<file path="config.mk">
export PLATFORM = sky130hd
export DESIGN_NAME = instruction_fetcher_flat
export DESIGN_NICKNAME = d
export VERILOG_FILES = /design/src/rtl/instruction_fetcher_if.sv /design/src/rtl/instruction_fetcher.sv /design/src/flat_wrapper.sv
export SDC_FILE = /design/constraint.sdc
export NUM_CORES = 1
export LEC_CHECK = 0
export ABC_CLOCK_PERIOD_IN_PS = 33400
export BUFFER_PORTS_ARGS = -buffer_cell sky130_fd_sc_hd__buf_2
export CORE_MARGIN = 4
export CORE_UTILIZATION = 59
export CTS_CLUSTER_DIAMETER = 60
export DETAILED_ROUTE_END_ITERATION = 10
export PLACE_DENSITY = 0.82
export SYNTH_ARGS = -nofsm -noshare
export SYNTH_HDL_FRONTEND = slang
export SYNTH_SLANG_ARGS = --single-unit
</file>
<file path="constraint.sdc">
create_clock -name clk -period 33.4 [get_ports clk]
set_input_delay 6.68 -clock clk [delete_from_list [all_inputs] [get_ports clk]]
set_output_delay 6.68 -clock clk [all_outputs]
set_load 0.02 [all_outputs]
</file>
<file path="src/rtl/instruction_fetcher_if.sv">
// Fetch-unit bus bundle: decoder issue port, memory request port and ROB redirect.
// master = fetcher side, slave = decoder/memory/ROB side.
interface instruction_fetcher_if;
    logic        Decoder_not_ready_accept;
    logic        update_instr_valid;
    logic [31:0] update_instr;
    logic [31:0] update_instr_pc;
    logic        update_instr_isjump;
    logic [31:0] update_instr_jump_wrong_to_pc;
    logic        IF_mem_req;
    logic [31:0] IF_mem_addr;
    logic        mem_IF_done;
    logic [31:0] mem_IF_data;
    logic        ROB_jump_wrong;
    logic [31:0] ROB_jump_wrong_pc;

    modport master (
        input  Decoder_not_ready_accept, mem_IF_done, mem_IF_data,
               ROB_jump_wrong, ROB_jump_wrong_pc,
        output update_instr_valid, update_instr, update_instr_pc,
               update_instr_isjump, update_instr_jump_wrong_to_pc,
               IF_mem_req, IF_mem_addr
    );

    modport slave (
        output Decoder_not_ready_accept, mem_IF_done, mem_IF_data,
               ROB_jump_wrong, ROB_jump_wrong_pc,
        input  update_instr_valid, update_instr, update_instr_pc,
               update_instr_isjump, update_instr_jump_wrong_to_pc,
               IF_mem_req, IF_mem_addr
    );
endinterface

</file>
<file path="src/rtl/instruction_fetcher.sv">
// Single-outstanding instruction fetcher with static JAL/backward-branch prediction,
// an instruction FIFO feeding the decoder, and ROB-driven flush/redirect.
module instruction_fetcher #(
    parameter int          QUEUE_DEPTH = 8,
    parameter logic [31:0] RESET_PC    = 32'h0
) (
    input  logic                         clk,
    input  logic                         rst,
    input  logic                         rdy,
    instruction_fetcher_if.master        bus
);
    localparam int PTR_W = $clog2(QUEUE_DEPTH);
    localparam int CNT_W = PTR_W + 1;
    localparam logic [CNT_W-1:0] FULL   = CNT_W'(QUEUE_DEPTH);
    localparam logic [6:0]       OP_JAL = 7'b1101111;
    localparam logic [6:0]       OP_BR  = 7'b1100011;

    typedef enum logic [1:0] {IDLE, BUSY, DROP} state_t;

    state_t           state_reg, state_next;
    logic [31:0]      pc_reg, pc_next;
    logic             req_reg, req_next;
    logic [31:0]      addr_reg, addr_next;
    logic [PTR_W-1:0] head_reg, tail_reg;
    logic [CNT_W-1:0] count_reg;
    logic             valid_reg;
    logic [31:0]      out_instr_reg, out_pc_reg, out_alt_reg;
    logic             out_jump_reg;

    logic [31:0] q_instr [QUEUE_DEPTH];
    logic [31:0] q_pc    [QUEUE_DEPTH];
    logic [31:0] q_alt   [QUEUE_DEPTH];
    logic        q_jump  [QUEUE_DEPTH];

    logic        flush, push, pop;
    logic [31:0] imm_j, imm_b, pc_plus4, pred_next, pred_alt;
    logic        pred_jump;
    logic [31:0] d;

    assign d = bus.mem_IF_data;

    // Static prediction on the returning word; pc_reg still holds its fetch address.
    always_comb begin
        imm_j     = {{12{d[31]}}, d[19:12], d[20], d[30:21], 1'b0};
        imm_b     = {{20{d[31]}}, d[7], d[30:25], d[11:8], 1'b0};
        pc_plus4  = pc_reg + 32'd4;
        pred_next = pc_plus4;
        pred_alt  = pc_plus4;
        pred_jump = 1'b0;
        if (d[6:0] == OP_JAL) begin
            pred_next = pc_reg + imm_j;
            pred_jump = 1'b1;
        end else if (d[6:0] == OP_BR) begin
            if (d[31]) begin
                pred_next = pc_reg + imm_b;
                pred_jump = 1'b1;
            end else begin
                pred_alt  = pc_reg + imm_b;
            end
        end
    end

    always_comb begin
        state_next = state_reg;
        pc_next    = pc_reg;
        req_next   = req_reg;
        addr_next  = addr_reg;
        push       = 1'b0;
        flush      = rdy && bus.ROB_jump_wrong;
        if (rdy) begin
            if (flush)
                pc_next = bus.ROB_jump_wrong_pc;
            unique case (state_reg)
                IDLE: begin
                    if (!flush && count_reg < FULL) begin
                        req_next   = 1'b1;
                        addr_next  = pc_reg;
                        state_next = BUSY;
                    end
                end
                BUSY: begin
                    if (bus.mem_IF_done) begin
                        req_next   = 1'b0;
                        state_next = IDLE;
                        if (!flush) begin
                            push    = 1'b1;
                            pc_next = pred_next;
                        end
                    end else if (flush) begin
                        // Memory still owes us a word; keep the request up and drain it.
                        state_next = DROP;
                    end
                end
                DROP: begin
                    if (bus.mem_IF_done) begin
                        req_next   = 1'b0;
                        state_next = IDLE;
                    end
                end
                default: state_next = IDLE;
            endcase
        end
        pop = rdy && !flush && (count_reg != '0) && !bus.Decoder_not_ready_accept;
    end

    always_ff @(posedge clk or negedge rst) begin
        if (!rst) begin
            state_reg     <= IDLE;
            pc_reg        <= RESET_PC;
            req_reg       <= 1'b0;
            addr_reg      <= '0;
            head_reg      <= '0;
            tail_reg      <= '0;
            count_reg     <= '0;
            valid_reg     <= 1'b0;
            out_instr_reg <= '0;
            out_pc_reg    <= '0;
            out_alt_reg   <= '0;
            out_jump_reg  <= 1'b0;
        end else if (rdy) begin
            state_reg <= state_next;
            pc_reg    <= pc_next;
            req_reg   <= req_next;
            addr_reg  <= addr_next;
            if (flush) begin
                head_reg  <= '0;
                tail_reg  <= '0;
                count_reg <= '0;
                valid_reg <= 1'b0;
            end else begin
                if (push)
                    tail_reg <= tail_reg + 1'b1;
                if (pop) begin
                    head_reg      <= head_reg + 1'b1;
                    out_instr_reg <= q_instr[head_reg];
                    out_pc_reg    <= q_pc[head_reg];
                    out_alt_reg   <= q_alt[head_reg];
                    out_jump_reg  <= q_jump[head_reg];
                end
                count_reg <= count_reg + CNT_W'(push) - CNT_W'(pop);
                valid_reg <= pop;
            end
        end
    end

    // FIFO storage needs no reset; occupancy is tracked by the pointers above.
    always_ff @(posedge clk) begin
        if (push) begin
            q_instr[tail_reg] <= d;
            q_pc[tail_reg]    <= pc_reg;
            q_alt[tail_reg]   <= pred_alt;
            q_jump[tail_reg]  <= pred_jump;
        end
    end

    assign bus.IF_mem_req                    = req_reg;
    assign bus.IF_mem_addr                   = addr_reg;
    assign bus.update_instr_valid            = valid_reg;
    assign bus.update_instr                  = out_instr_reg;
    assign bus.update_instr_pc               = out_pc_reg;
    assign bus.update_instr_isjump           = out_jump_reg;
    assign bus.update_instr_jump_wrong_to_pc = out_alt_reg;
endmodule
</file>
<file path="src/flat_wrapper.sv">
// flat-port wrapper written by rule: the top's interface ports become plain ports
module instruction_fetcher_flat 
#(
    parameter int          QUEUE_DEPTH = 8,
    parameter logic [31:0] RESET_PC    = 32'h0
)
  (clk, rst, rdy, bus_Decoder_not_ready_accept, bus_mem_IF_done, bus_mem_IF_data, bus_ROB_jump_wrong, bus_ROB_jump_wrong_pc, bus_update_instr_valid, bus_update_instr, bus_update_instr_pc, bus_update_instr_isjump, bus_update_instr_jump_wrong_to_pc, bus_IF_mem_req, bus_IF_mem_addr);
  instruction_fetcher_if bus_i ();
  input  logic clk;
  input  logic rst;
  input  logic rdy;
  input wire logic [$bits(bus_i.Decoder_not_ready_accept)-1:0] bus_Decoder_not_ready_accept;
  input wire logic [$bits(bus_i.mem_IF_done)-1:0] bus_mem_IF_done;
  input wire logic [$bits(bus_i.mem_IF_data)-1:0] bus_mem_IF_data;
  input wire logic [$bits(bus_i.ROB_jump_wrong)-1:0] bus_ROB_jump_wrong;
  input wire logic [$bits(bus_i.ROB_jump_wrong_pc)-1:0] bus_ROB_jump_wrong_pc;
  output wire logic [$bits(bus_i.update_instr_valid)-1:0] bus_update_instr_valid;
  output wire logic [$bits(bus_i.update_instr)-1:0] bus_update_instr;
  output wire logic [$bits(bus_i.update_instr_pc)-1:0] bus_update_instr_pc;
  output wire logic [$bits(bus_i.update_instr_isjump)-1:0] bus_update_instr_isjump;
  output wire logic [$bits(bus_i.update_instr_jump_wrong_to_pc)-1:0] bus_update_instr_jump_wrong_to_pc;
  output wire logic [$bits(bus_i.IF_mem_req)-1:0] bus_IF_mem_req;
  output wire logic [$bits(bus_i.IF_mem_addr)-1:0] bus_IF_mem_addr;
  assign bus_i.Decoder_not_ready_accept = bus_Decoder_not_ready_accept;
  assign bus_i.mem_IF_done = bus_mem_IF_done;
  assign bus_i.mem_IF_data = bus_mem_IF_data;
  assign bus_i.ROB_jump_wrong = bus_ROB_jump_wrong;
  assign bus_i.ROB_jump_wrong_pc = bus_ROB_jump_wrong_pc;
  assign bus_update_instr_valid = bus_i.update_instr_valid;
  assign bus_update_instr = bus_i.update_instr;
  assign bus_update_instr_pc = bus_i.update_instr_pc;
  assign bus_update_instr_isjump = bus_i.update_instr_isjump;
  assign bus_update_instr_jump_wrong_to_pc = bus_i.update_instr_jump_wrong_to_pc;
  assign bus_IF_mem_req = bus_i.IF_mem_req;
  assign bus_IF_mem_addr = bus_i.IF_mem_addr;
  instruction_fetcher #(.QUEUE_DEPTH(QUEUE_DEPTH), .RESET_PC(RESET_PC)) u_core (.clk(clk), .rst(rst), .rdy(rdy), .bus(bus_i));
endmodule
</file>
Yosys cells after proc, flatten, opt, wreduce, memory -nomap -nowiden
Memories as Yosys holds them, arrays and structs flattened. A register that Yosys moved wholly into a read port is not among the register bits.
Index checks and enable logic that the tools add are counted.
{"block": "totals", "ff_bits": 78, "ram_bits": 776, "input_bits": 70, "output_inout_bits": 131, "elab_cells": 85, "mem_count": 4}
{"name": "u_core.q_alt", "words": 8, "word_bits": 32, "rd": 1, "rd_clocked_by_memory_dff": 1, "write_ports": 1, "line": "instruction_fetcher.sv:32", "source": "logic [31:0] q_alt [QUEUE_DEPTH];"}
{"name": "u_core.q_instr", "words": 8, "word_bits": 32, "rd": 1, "rd_clocked_by_memory_dff": 1, "write_ports": 1, "line": "instruction_fetcher.sv:30", "source": "logic [31:0] q_instr [QUEUE_DEPTH];"}
{"name": "u_core.q_pc", "words": 8, "word_bits": 32, "rd": 1, "rd_clocked_by_memory_dff": 1, "write_ports": 1, "line": "instruction_fetcher.sv:31", "source": "logic [31:0] q_pc [QUEUE_DEPTH];"}
{"name": "u_core.q_jump", "words": 8, "word_bits": 1, "rd": 1, "rd_clocked_by_memory_dff": 1, "write_ports": 1, "line": "instruction_fetcher.sv:33", "source": "logic q_jump [QUEUE_DEPTH];"}
{"block": "op_classes", "addsub": 7, "magnitude_cmp": 1, "n_eq_ne": 8, "n_mux": 33, "bitwise_logic": 1, "reduce_logical": 23}
{"operator": "$mux W32", "n": 10}
{"operator": "$add A32 B32 Y32", "n": 2}
{"operator": "$add A32 B3 Y32 const B", "n": 1}
{"operator": "$eq A7 B7 Y1 const B", "n": 2}
{"operator": "$mux W1", "n": 12}
{"operator": "$mux W3", "n": 4}
{"operator": "$mux W2", "n": 4}
{"operator": "$reduce_and A4 Y1", "n": 2}
{"operator": "$add A3 B1 Y3 const B", "n": 2}
{"operator": "$logic_not A1 Y1", "n": 6}
{"operator": "$pmux W2 S3", "n": 1}
{"operator": "$reduce_and A3 Y1", "n": 2}
{"operator": "$reduce_bool A2 Y1", "n": 3}
{"operator": "$logic_and A1 B1 Y1", "n": 5}
{"operator": "$add A4 B1 Y4", "n": 1}
{"operator": "$lt A4 B4 Y1 const B", "n": 1}
{"operator": "$mux W4", "n": 1}
{"operator": "$ne A2 B1 Y1 const B", "n": 2}
{"operator": "$reduce_and A2 Y1", "n": 2}
{"operator": "$reduce_bool A4 Y1", "n": 1}
{"operator": "$sub A4 B1 Y4", "n": 1}
{"operator": "$ne A3 B2 Y1 const B", "n": 1}
{"operator": "$eq A2 B1 Y1 const B", "n": 1}
{"operator": "$eq A2 B2 Y1 const B", "n": 1}
{"operator": "5 further kinds", "n": 5}

Longest topological paths before layout
Gate-level depths: netlist of run 1.
{"block": "depth", "word_depth": 8, "ltp_mapped": 12, "mapped_depth_nobuf": 11}

Worst setup path after synthesis of run 1
Ideal clock, no wire load.
{"block": "synth_timing", "path_kind": "input to register", "from": "input port bus_mem_IF_done", "to": "memory u_core.q_alt[4][0] (enable)", "setup_ps": 821, "arrival_ps": 17214, "required_ps": 32579, "path_slack_ps": 15364, "cell_stages": 5, "path_buffers": 2, "cell_sequence": "and2_1 clkbuf_1 nand2_1 clkbuf_1 nor4b_1"}
{"block": "synth_via", "elab_chain_len": 5}
{"element": "start: declaration", "line": "flat_wrapper.sv:13", "source": "input wire logic [$bits(bus_i.mem_IF_done)-1:0] bus_mem_IF_done;"}
{"element": "$mux W1", "line": "instruction_fetcher.sv:82", "source": "if (bus.mem_IF_done) begin"}
{"element": "$mux W1", "line": "instruction_fetcher.sv:73", "source": "unique case (state_reg)"}
{"element": "$mux W1", "line": "instruction_fetcher.sv:70", "source": "if (rdy) begin"}
{"element": "$mux W1", "line": "instruction_fetcher.sv:148", "source": "if (push) begin"}
{"element": "$mux W1 (implied by the code)", "line": "instruction_fetcher.sv:151", "source": "q_alt[tail_reg] <= pred_alt;"}
{"element": "end: declaration", "line": "instruction_fetcher.sv:32"}
No other way between the ends.

Final worst setup path of run 1
{"block": "layout_timing", "from": "input port rdy", "to": "memory u_core.q_pc[3][9] (enable)"}
{"block": "layout_via", "elab_chain_len": 7}
{"element": "start: declaration", "line": "flat_wrapper.sv:11", "source": "input logic rdy;"}
{"element": "$logic_and A1 B1 Y1", "line": "instruction_fetcher.sv:69", "source": "flush = rdy && bus.ROB_jump_wrong;"}
{"element": "$mux W1", "line": "instruction_fetcher.sv:85", "source": "if (!flush) begin"}
{"element": "$mux W1", "line": "instruction_fetcher.sv:82"}
{"element": "$mux W1", "line": "instruction_fetcher.sv:73"}
{"element": "$mux W1 (*)", "line": "instruction_fetcher.sv:70"}
{"element": "$mux W1 (*)", "line": "instruction_fetcher.sv:148"}
{"element": "$mux W1 (implied by the code) (*)", "line": "instruction_fetcher.sv:150", "source": "q_pc[tail_reg] <= pc_reg;"}
{"element": "end: declaration", "line": "instruction_fetcher.sv:31"}
Every way passes the cells marked *; elsewhere a longest branch is shown, timed or not.

==> out/qor.yml, run 1 <==
post_cts_resize_count: 0
rows: 95
synth_commonest_cells: "edfxtp_1 (768), mux4_2 (192), a21oi_1 (191)"
syn_area_per_cell_um2: 16.4
cts_tree: "built"
worst_ir_drop_vdd_uv: 55.7
reg2reg_from: "u_core.pc_reg[2]"
clock.fmax_mhz: 97.8
synthToLayoutAreaGrowth_pct: 12.7
p_per_area_nw_per_um2: 77.7
drt-pass1-iter-count: 6
combPwrFrac_pct: 25.4
n_fill_cell: 4419
vias: 23600
synthCells: 2435
reg2reg_to: "u_core.q_alt[5][30]"
status: "completed"
min_path_cells: 2
period_needed_ns: 10.22
largest_register_ffs: 256
power_switching_uw: 1110
hold_path.class: "flip-flop to flip-flop"
viasPerCell: 6.59
syn_nets: 2563
overflow: 0
final_hold_viol_count: 0
port_buffers: 200
synth_top_area_share_pct: 57.8
synth_cell_types: 78
dp.cells: 3403
ff2ff_path_depth: 9
whs_endpoint: "u_core.bus.IF_mem_req"
reg.largest.list: "u_core.q_instr (256), u_core.q_alt (255), u_core.q_pc (249)"
htreeDepth: 3
cts_root_buf: "clkbuf_16"
skew_ns: 0.0292
antenna_found_initial: 2
wirelength_um: 103000
worstMarginPinSlew_ns: 1.33
synth_edf_count: 768
cp.arrival_ns: 10.48
end_kind: "flip-flop"
drv_slew: 0
drive_gt1_share_pct: 23.8
rsz0062_at_grt: "no"
finalSetupViolations: 0
period_share_pct: 30.6
drc_errors: 0
start_kind: "primary input"
required_ns: 33.66
start_util_pct: 59.5
synthMostInstantiatedCell: "edfxtp_1"
reg2reg_slack_ns: 28.89
path_clk_slew_ns: 0.06
regMostFlops: "u_core.q_instr"
power.internal_uw: 2380
min-delay-start: "u_core.bus.IF_mem_req"
path_class: "primary input to flip-flop"
synth_flop_cell: "edfxtp_1"
wl_per_cell_um: 28.8
clock_latency_ns: 0.66
cp_max_fo: 55
pwr-share-seq_pct: 44.6
numCtsBuffers: 93
die_area_um2: 71800
synthArstFlopShare_pct: 18.5
place.gp.congestion: 0.937
dp_hpwl_um: 62200
ys_warn_count: 0
grt_pass1_wl_um: 155000
die_w_um: 268
core_area_um2: 67000
cts_hold_buf: 0
finalSetupTns_ns: 0
leakage_uw: 0.0151
grt_pass1_vias: 24000
ys_seq_area_share_pct: 68.8
clock_sinks: 942
cts_setup_buffers: 0
p_sw_share_pct: 31.7
cts_buffer_depth: 3
synth_area_um2: 39900
synth.area.top_cells: "edfxtp_1 (58%), dfrtp_1 (11%), mux4_2 (11%), mux2i_1 (2.7%), a21oi_1 (2.4%)"
ys_ff_latch: 942
maxCapViolations: 0
yosysTopAreaCell: "edfxtp_1"
ant_nets: 0
layout.nets: 2753
die_h_um: 268
instances_no_fill: 3581
drtIter0Drc: 2704
power.share.clock_pct: 30.0
ioPinCount: 201
track_usage_pct: 29.1
grt_max_degree: 110
relSlewSlack_pct: 11.4
==> worst max-delay path by stage <==
stage | slack, ns | to | from | cells after the start
after floorplan | 15.36 | u_core.q_alt[4][0] | bus_mem_IF_done | 5
after global placement | 22.81 | u_core.q_pc[3][8] | rdy | 9
after detailed placement | 22.59 | u_core.q_pc[3][8] | rdy | 9
after CTS | 23.29 | u_core.q_pc[3][9] | rdy | 9
after global routing | 22.95 | u_core.q_pc[3][9] | rdy | 9
final | 23.18 | u_core.q_pc[3][9] | rdy | 9
==> stage by stage <==
stage                     instance area, µm²  hold slack, ns  power, µW  util [%]  setup WS, ns
after global routing                   44900           0.519       3650      67.0         22.95
after CTS                              44900           0.497       3510      67.0         23.29
after global placement                 41800           0.472       2420      62.4         22.81
after floorplan                        39900           0.505       2140         -         15.36
final                                  44900           0.494       3490      67.0         23.18
after detailed placement               41800           0.466       2460      62.4         22.59
==> logic make-up after synthesis <==
family          share of synthesized area (%)
xor+xnor                                 1.58
mux                                      14.5
simple gates                             4.85
buf+inv                                  1.72
flops                                    68.8
compound gates                           6.69
fa+ha+maj                                1.88
==> area by class of cell <==
class	count	area (µm²)	area share [%]
antenna	2	5.00	0.0111
clock buffer	122	2540	5.65
clock inverter	54	563	1.25
inverter	30	113	0.251
multi-input combinational	1316	11900	26.4
sequential	942	27400	61.0
tap	873	1090	2.43
timing repair buffer	242	1340	2.98
==> layout by cell type, fill, tap and decap left out, types with 9 or more instances in the layout <==
cell       count
mux2_2        33
nand3_1       24
mux2i_1      109
o22ai_1       26
mux4_2       192
buf_2        199
nor3_1        28
xnor2_1       41
nand2_1       94
dfrtp_1      171
clkbuf_16     94
a21oi_1      190
clkinv_2      17
clkinv_1      17
o21ai_0       73
buf_4         41
nor2_1       185
clkbuf_1      20
nand4_1       17
inv_1         28
clkbuf_8       9
ha_1          55
a21o_1        26
xor2_1        31
and3_1         9
edfxtp_1     768
nor4_1         9
a22oi_1       10
a221oi_1      13
o211ai_1       9
==> worst max-delay path, cell delays in order <==
cell	delay (ns)
buf_2	0.32
inv_1	0.31
nor2_1	0.32
nand2_1	0.45
clkinv_1	0.35
nand2_1	0.23
nor3b_2	0.21
buf_4	0.62
buf_4	0.86
==> power groups by stage <==
stage / combinational, µW / clock (µW) / sequential, µW
2_1_floorplan: 526 / 0 / 1620
3_3_place_gp: 858 / 0 / 1570
3_5_place_dp: 878 / 0 / 1580
4_1_cts: 890 / 1060 / 1560
5_1_grt: 959 / 1120 / 1570
6_report: 888 / 1050 / 1560
==> routing by layer <==
| metal | up-vias | track usage (%) | wire length [µm] |
|---|---|---|---|
| met3 | 192 | 5.13 | 9400 |
| met4 | 0 | 8.82 | 2830 |
| met5 | - | 0 | 0 |
| met2 | 1325 | 46.3 | 49700 |
| li1 | 10000 | - | - |
| met1 | 12100 | 42.3 | 41100 |
(Power assumes the default switching activity.)
==> run 2, diff against run 1 <==
--- a/config.mk
+++ b/config.mk
@@ -5,13 +5,13 @@
 export SDC_FILE = /design/constraint.sdc
 export NUM_CORES = 1
 export LEC_CHECK = 0
-export ABC_CLOCK_PERIOD_IN_PS = 33400
+export ABC_CLOCK_PERIOD_IN_PS = 8900
 export BUFFER_PORTS_ARGS = -buffer_cell sky130_fd_sc_hd__buf_2
 export CORE_MARGIN = 4
-export CORE_UTILIZATION = 59
+export CORE_UTILIZATION = 55
 export CTS_CLUSTER_DIAMETER = 60
 export DETAILED_ROUTE_END_ITERATION = 10
-export PLACE_DENSITY = 0.82
+export PLACE_DENSITY = 0.81
 export SYNTH_ARGS = -nofsm -noshare
 export SYNTH_HDL_FRONTEND = slang
 export SYNTH_SLANG_ARGS = --single-unit
==> constraint.sdc (replaced) <==
create_clock -name clk -period 8.9 [get_ports clk]
set_input_delay 1.78 -clock clk [delete_from_list [all_inputs] [get_ports clk]]
set_output_delay 1.78 -clock clk [all_outputs]
set_load 0.02 [all_outputs]
==> run 2 against run 1 <==
Compared with the run above: total power rose to 3.8 times the previous value; hold slack better by 0.0061 ns; sequential share of layout area down 0.45 points; core utilization down 3.9 points; critical endpoint is now u_core.q_pc[2][6]; largest cell class unchanged.
==> out/qor.yml, run 2 (synthesized netlist as in run 1, its figures left out) <==
period_share_pct: 59.4
drt-pass1-iter-count: 6  # unchanged
drive_gt1_share_pct: 24.2  # was 23.8%
rows: 98  # was 95
p_per_area_nw_per_um2: 294  # was 77.7 nW/µm²
wirelength_um: 102000  # was 103,000 µm
relSlewSlack_pct: 12.1  # was 11.4%
ant_nets: 0  # unchanged
path_clk_slew_ns: 0.06  # about the same
place.gp.congestion: 0.952  # was 0.937
reg.largest.list: "u_core.q_instr (256), u_core.q_alt (255), u_core.q_pc (249)"  # unchanged
min-delay-start: "u_core.bus.IF_mem_addr[30]"  # was u_core.bus.IF_mem_req
cts_buffer_depth: 3  # unchanged
track_usage_pct: 26.6  # was 29.1%
grt_pass1_wl_um: 155000  # about the same
path_class: "primary input to flip-flop"  # unchanged
rsz0062_at_grt: "no"  # unchanged
layout.nets: 2752  # was 2,753
cp.arrival_ns: 5.55  # was 10.48 ns
cts_tree: "built"  # unchanged
cts_hold_buf: 0  # unchanged
vias: 23500  # was 23.6k
cts_root_buf: "clkbuf_16"  # unchanged
leakage_uw: 0.0152  # was 0.0151 µW
start_kind: "primary input"  # unchanged
seqCellArea_um2: 27400  # unchanged
grt_pass1_vias: 24000  # about the same
drv_slew: 0  # unchanged
end_kind: "flip-flop"  # unchanged
cts_setup_buffers: 0  # unchanged
core_area_um2: 71700  # was 67,000 µm²
multiInputGateArea_um2: 11900  # about the same
die_w_um: 277  # was 268 µm
hold_path.class: "flip-flop to flip-flop"  # unchanged
post_cts_resize_count: 0  # unchanged
drc_errors: 0  # unchanged
n_fill_cell: 4881  # was 4,419
dpl_cell_area_um2: 41900  # was 41,800 µm²
viasPerCell: 6.42  # was 6.59
regMostFlops: "u_core.q_instr"  # unchanged
overflow: 0  # unchanged
setup.worst_path.start: "rdy"  # unchanged
dp_hpwl_um: 61400  # was 62,200 µm
status: "completed"  # unchanged
period_needed_ns: 5.29
grt_max_degree: 198  # was 110
reg2reg_from: "u_core.state_reg[1]"  # was u_core.pc_reg[2]
die_area_um2: 76900  # was 71,800 µm²
finalSetupViolations: 0  # unchanged
ioPinCount: 201  # unchanged
port_buffers: 200  # unchanged
die_h_um: 277  # was 268 µm
antenna_found_initial: 4  # was 2
hold_slack_ns: 0.500  # was 0.494 ns
required_ns: 9.16  # was 33.66 ns
design_area_um2: 45300  # was 44,900 µm²
numCtsBuffers: 95  # was 93
largest_register_ffs: 256  # unchanged
fin_util_pct: 63.1  # was 67.0%
cp_max_fo: 57  # was 55
clock_sinks: 942  # unchanged
worst_ir_drop_vdd_uv: 195  # was 55.7 µV
maxCapViolations: 0  # unchanged
synthToLayoutAreaGrowth_pct: 13.5  # was 12.7%
wl_per_cell_um: 27.9  # was 28.8 µm
worstMarginPinSlew_ns: 1.31  # was 1.33 ns
final_common_cell: "edfxtp_1"  # unchanged
skew_ns: 0.0274  # was 0.0292 ns
drtIter0Drc: 2688  # was 2,704
clock_latency_ns: 0.66  # about the same
instances_no_fill: 3659  # was 3,581
clock.fmax_mhz: 189
dp.cells: 3477  # was 3,403
layout_common_cells: "edfxtp_1 (768), buf_2 (199), mux4_2 (192)"  # unchanged
final_hold_viol_count: 0  # unchanged
start_util_pct: 55.6  # was 59.5%
htreeDepth: 3  # unchanged
==> run 2: area by class of cell <==
cell class | instances | area share [%]
Inverter | 30 | 0.249
Antenna cell | 2 | 0.0111
Clock buffer | 121 | 5.74
Timing Repair Buffer | 239 | 2.96
Clock inverter | 59 | 1.61
Multi-Input combinational cell | 1316 | 26.2
Sequential cell | 942 | 60.6
Tap cell | 950 | 2.63
==> run 2: path summary, 6_finish.rpt <==
kind / to / slack [ns] / cells after the start
max in group asynchronous: u_core.head_reg[2] / 6.34 / 2
min in group asynchronous: u_core.bus.update_instr[0] / 1.18 / 1
hold / removal: u_core.bus.IF_mem_addr[30] / 0.50 / 1
setup / recovery: u_core.q_pc[2][6] / 3.61 / 9
hold reg to reg: u_core.bus.IF_mem_addr[30] / 0.50 / 1
setup reg to reg: u_core.q_pc[2][6] / 4.50 / 9
==> run 2: layer usage <==
metal | GRT usage [%] | part of all wire (%)
met5 | 0 | 0
met4 | 7.92 | 3.0
met3 | 5.43 | 8.9
met2 | 42.7 | 48
met1 | 37.6 | 40
==> run 2: metrics by stage <==
step,TNS (ns),worst slack (ns),power (µW)
after CTS,0,3.65,13400
after global placement,0,3.24,9090
after global routing,0,3.38,13900
after detailed placement,0,3.00,9200
final,0,3.61,13300
after floorplan,-471.86,-1.31,8040
==> run 2: power by group <==
part / total [µW] / internal, µW / switching, µW
registers: 5820 / 5350 / 469
clock network: 4150 / 2450 / 1700
logic: 3320 / 1330 / 1990
==> run 2: critical path: stages <==
cell      delay (ns)
buf_2           0.33
inv_1           0.31
nor2_1          0.34
nand2_1         0.50
clkinv_1        0.39
nand2_1         0.24
nor3_2          0.19
buf_4           0.53
buf_4           0.87
